### src/rtl/lcm_pkg.sv
// lcm_pkg: shared width, FSM states and step counts for the lcm_div_64 datapath
package lcm_pkg;
  localparam int W = 64;
  localparam int DIV_CYCLES = W;
  localparam int MUL_CYCLES = W;
  typedef enum logic [1:0] {IDLE, DIV, MUL, DONE} state_t;
endpackage

### src/rtl/udiv_seq.sv
// udiv_seq: restoring divider, one quotient bit per cycle, W cycles after start
module udiv_seq #(
  parameter int W = 64
) (
  input  logic         clk,
  input  logic         rst_n,
  input  logic         start,
  input  logic [W-1:0] dividend,
  input  logic [W-1:0] divisor,
  output logic         done,
  output logic [W-1:0] quo,
  output logic [W-1:0] rem
);
  localparam int CW = $clog2(W);
  logic [W-1:0] d, dv, r;
  logic [CW-1:0] cnt;
  logic busy;
  logic [W:0] t;
  logic ge;
  // quo/rem are the post-step values; they are final while done is high
  always_comb begin
    t = {r, d[W-1]};
    ge = t >= {1'b0, dv};
    quo = {d[W-2:0], ge};
    rem = ge ? W'(t - {1'b0, dv}) : t[W-1:0];
    done = busy && cnt == CW'(W - 1);
  end
  always_ff @(posedge clk or negedge rst_n) begin
    if (!rst_n) begin
      d <= '0;
      dv <= '0;
      r <= '0;
      cnt <= '0;
      busy <= 1'b0;
    end else if (start) begin
      d <= dividend;
      dv <= divisor;
      r <= '0;
      cnt <= '0;
      busy <= 1'b1;
    end else if (busy) begin
      d <= quo;
      r <= rem;
      cnt <= cnt + CW'(1);
      busy <= !done;
    end
  end
endmodule

### src/rtl/lcm_div_64.sv
// lcm_div_64: lcm(ina, inb) = (ina / g) * inb using a serial divider then a serial multiplier
module lcm_div_64
  import lcm_pkg::*;
#(
  parameter int W = lcm_pkg::W
) (
  input  logic           clk,
  input  logic           rst_n,
  input  logic [W-1:0]   ina,
  input  logic [W-1:0]   inb,
  input  logic [W-1:0]   g,
  input  logic           g_ready_n,
  output logic [2*W-1:0] result,
  output logic           ready_n,
  output logic           err
);
  localparam int CW = $clog2(MUL_CYCLES);
  state_t state, state_nx;
  logic cap, start, div_done, mul_last;
  logic [W-1:0] quo, rem, mp;
  logic [2*W-1:0] mc, acc, acc_nx;
  logic [CW-1:0] cnt;
  udiv_seq #(.W(W)) u_div (
    .clk(clk),
    .rst_n(rst_n),
    .start(start),
    .dividend(ina),
    .divisor(g),
    .done(div_done),
    .quo(quo),
    .rem(rem)
  );
  always_comb begin
    cap = state == IDLE && !g_ready_n;
    start = cap && g != '0;
    mul_last = cnt == CW'(MUL_CYCLES - 1);
    acc_nx = acc + (mp[0] ? mc : '0);
    state_nx = state == IDLE ? (cap ? (start ? DIV : DONE) : IDLE) :
               state == DIV  ? (div_done ? MUL : DIV) :
               state == MUL  ? (mul_last ? DONE : MUL) :
                               (g_ready_n ? IDLE : DONE);
  end
  always_ff @(posedge clk or negedge rst_n) begin
    if (!rst_n) state <= IDLE;
    else state <= state_nx;
  end
  // g = 0 skips straight to DONE with err set and result left at 0
  always_ff @(posedge clk or negedge rst_n) begin
    if (!rst_n) begin
      result <= '0;
      ready_n <= 1'b1;
      err <= 1'b0;
      mp <= '0;
      mc <= '0;
      acc <= '0;
      cnt <= '0;
    end else begin
      case (state)
        IDLE: if (cap) begin
          mp <= inb;
          err <= !start;
          ready_n <= start;
        end
        DIV: if (div_done) begin
          err <= rem != '0;
          mc <= {{W{1'b0}}, quo};
          acc <= '0;
          cnt <= '0;
        end
        MUL: begin
          acc <= acc_nx;
          mc <= mc << 1;
          mp <= mp >> 1;
          cnt <= cnt + CW'(1);
          if (mul_last) begin
            result <= acc_nx;
            ready_n <= 1'b0;
          end
        end
        DONE: if (g_ready_n) begin
          result <= '0;
          ready_n <= 1'b1;
          err <= 1'b0;
        end
      endcase
    end
  end
endmodule
### config.mk
export PLATFORM = sky130hd
export DESIGN_NAME = lcm_div_64
export DESIGN_NICKNAME = d
export VERILOG_FILES = /design/src/rtl/lcm_pkg.sv /design/src/rtl/udiv_seq.sv /design/src/rtl/lcm_div_64.sv
export SDC_FILE = /design/constraint.sdc
export NUM_CORES = 2
export LEC_CHECK = 0
export CAP_MARGIN = 0
export CORE_MARGIN = 5
export CORE_UTILIZATION = 40
export CTS_CLUSTER_SIZE = 16
export DETAILED_ROUTE_END_ITERATION = 6
export PLACE_DENSITY = 0.59
export SLEW_MARGIN = 20
export SYNTH_ARGS = -nofsm -noshare
export SYNTH_HDL_FRONTEND = slang
export SYNTH_SLANG_ARGS = --single-unit
### constraint.sdc
create_clock -name clk -period 5.1 [get_ports clk]
set_input_delay 0.765 -clock clk [delete_from_list [all_inputs] [get_ports clk]]
set_output_delay 0.765 -clock clk [all_outputs]
set_load 0.05 [all_outputs]
==> metrics.md <==
| Metric | Value |
|---|---|
| # rows | 115 |
| Final antenna-violating net count | 0 |
| Worst hold slack | 0.166 ns |
| Sum Neg Setup Slack | 0 ns |
| Delay-heaviest family, CP | compound AO/OA/AOI/OAI gates |
| Tot GR Track Use | 22.7% |
| Fin. max-slew vios | 0 |
| CP max FO | 60 |
| Vias | 34,317 |
| Status | completed |
| Post-synth top flop | dfrtp_1 |
| Buffers and inverters on the worst path | 2 |
| DRT iter0 DRCs | 2,666 |
| Pleak | 20.4 nW |
| Fmax | 209 MHz |
| Slew HR | 34.3% |
| Mapped Cells | 4,657 |
| Layout cells sized above 1 | 4.55% |
| Post-synth net total | 5,047 |
| Core area | 98,300 sq um |
| DR vias/cell | 5.58 |
| Synth Register Bits | 657 |
| Final setup violation count | 0 |
| EDFF count, synth | 0 |
| Port bufs | 324 |
| Pre-CTS setup slack | 0.292 ns |
| Fin cells | 6,148 |
| Area delta synth->final | 17.7% |
| Vias in the first global route | 33,912 |
| Drc violations | 0 |
| Clock latency on the worst-skew pair | 0.65 ns |
| Hold Path Class | in -> async |
| FF/Latch Area | 16,400 sq um |
| Post-CTS Hold Buffers | 0 |
| Top cells by area, synth | dfrtp_1, nand2_1, o21ai_0 |
| CTS Buffer Depth | 3 |
| Inst Count DP | 6,005 |
| Crit end category | register |
| Largest net degree at the start of global routing | 182 |
| Post-route minimum period | 4.79 ns |
| DIE AREA | 105,000 sq um |
| Horiz. Die Dim | 324 um |
| Router iterations before antenna repair | 5 |
| Post-synthesis cell area | 39,500 sq um |
| P per Cell Area | 647 nW/um^2 |
| Post_cts resized | 0 |
| Cells along the critical path | buf_12 -> and2_1 -> ha_1 -> a21o_1 -> a21o_1 -> a221o_1 -> a21oi_1 -> a21oi_1 -> buf_4 -> a31oi_2 -> o31ai_2 -> and3_1 -> a32oi_1 -> o211ai_1 -> a41oi_2 -> o21ai_1 -> xnor2_1 -> o21ai_1 |
| H-tree levels | 3 |
| Slowest stage delay, CP | 0.50 ns |
| Syn Area/Cell | 8.49 sq um |
| Final Cycle Share | 94.0% |
| Slowest CP cell | dfrtp_4 |
| Final WL | 123,000 um |
| I/O pins | 325 |
| Area of the multi-input gates | 21,500 sq um |
| Hold Vio Cnt, Final | 0 |
| Post-synthesis sequential area ratio | 41.6% |
| Final setup skew | 0.0250 ns |
| Worst VDD drop | 0.410 mV |
| Post CTS Setup Buffer Count | 0 |
| Worst Path Arrival | 5.28 ns |
| DPL Wire Length | 89,100 um |
| Worst-Margin Slew | 0.985 ns |
| Fillers | 9,536 |
| Asr flop ratio synth | 100% |
| First-pass GRT wire length | 195,000 um |
| Synth area leader | dfrtp_1 |
| Clock Sinks | 657 |
| Setup CP Type | reg -> reg |
| Antenna violations before repair | 6 |
| Die H | 324 um |
| Synthesis Warnings | 0 |
| PnR worst setup slack | 0.307 ns |
| RSZ-0062 raised after global routing | false |
| Wire per inst | 19.9 um |
| Initial Util | 40.2% |
| Routability cong. | 0.923 |
| Worst Path Required | 5.59 ns |
| Congestion Overflow GR | 0 |
| Kind of start point of the critical path | register |
| Clock transition at path regs | 0.06 ns |
| Num CTS Buffers | 79 |
| Netlist cell types | 82 |
| CTS tree | done |
| Synth top area share | 41.5% |
| Max-Cap Viols | 0 |
| Total Nets Final | 5,191 |
| Root Buffer Master | clkbuf_16 |
## synthesized netlist by cell type (15+ instances only)
master	number
a211oi_1	36
a21o_1	110
a21oi_1	254
a22o_1	56
a311oi_1	37
a31oi_1	89
and2_1	139
and3_1	20
clkbuf_1	300
dfrtp_1	656
ha_1	193
inv_1	116
mux2i_1	141
nand2_1	829
nand2b_1	23
nand3_1	138
nand4_1	78
nor2_1	270
nor2b_1	26
nor3_1	29
nor4_1	43
o211ai_1	22
o21a_1	32
o21ai_0	561
o21ai_1	54
o21bai_1	36
o31ai_1	15
xnor2_1	106
xor2_1	85
## layer usage
metal  part of all wire [%]  vias to the layer above  track usage [%]
met5                  0.011                        -                0
met4                    2.5                        2             5.72
met3                    5.1                      168             3.77
met2                     46                      782             37.2
met1                     46                    16659             31.5
li1                       -                    16706                -
## worst paths after layout
kind	startpoint	endpoint	slack (ns)	cells after the start
worst max-delay path	mp[0]	acc[120]	0.31	18
worst min-delay path	rst_n	u_div.d[50]	0.17	1
worst max register to register	mp[0]	acc[120]	0.31	18
worst min register to register	result[78]	result[78]	0.48	2
max in group asynchronous	rst_n	u_div.busy	3.67	2
min in group clk	result[78]	result[78]	0.48	2
## sequential cells by signal, summed over array words and instances (netlist names)
signal,count
err,1
acc,128
u_div.busy,1
u_div.d,64
u_div.cnt,6
mp,64
u_div.dv,64
mc,128
cnt,6
result,128
state,2
u_div.r,64
ready_n,1
## cell type report
cell class,instances,area share (%)
antenna,3,0.0161
clock buffer,121,5.09
clock inverter,17,0.433
inverter,116,0.936
multi-input combinational,3565,46.3
sequential,657,35.4
tap,1287,3.46
timing repair buffer,382,8.43
## power by group
part           total [mW]  internal (mW)  switching, mW
sequential           8.35           6.97           1.37
combinational        16.1           6.06           10.0
clock                5.65           3.35           2.30
total                30.1           16.4           13.7
## through the flow
step / util (%) / total power, mW / cell area (sq um)
after global routing: 47.3 / 32.3 / 46500
after CTS: 47.3 / 30.1 / 46500
final: 47.3 / 30.1 / 46500
after floorplan: - / 19.4 / 39500
after global placement: 44.7 / 24.2 / 43900
after detailed placement: 44.7 / 24.3 / 43900
## layout by cell type, fill, tap and decap left out, drive strengths merged, types with 118 or more instances in the layout
| cell type | n |
|---|---|
| nor2 | 270 |
| mux2i | 141 |
| dfrtp | 656 |
| nand3 | 138 |
| ha | 193 |
| nand2 | 829 |
| clkdlybuf4s50 | 323 |
| inv | 118 |
| o21ai | 616 |
| clkbuf | 121 |
| and2 | 139 |
| a21oi | 255 |
## cells by family after synthesis
logic type	Yosys count	synth area share (%)
flops	657	41.6
xor+xnor	191	4.23
simple gates	1647	18.8
fa+ha+maj	195	6.21
mux	143	3.63
buf+inv	435	4.15
compound gates	1389	21.4
Note: power is estimated with default switching activity, not from simulation.
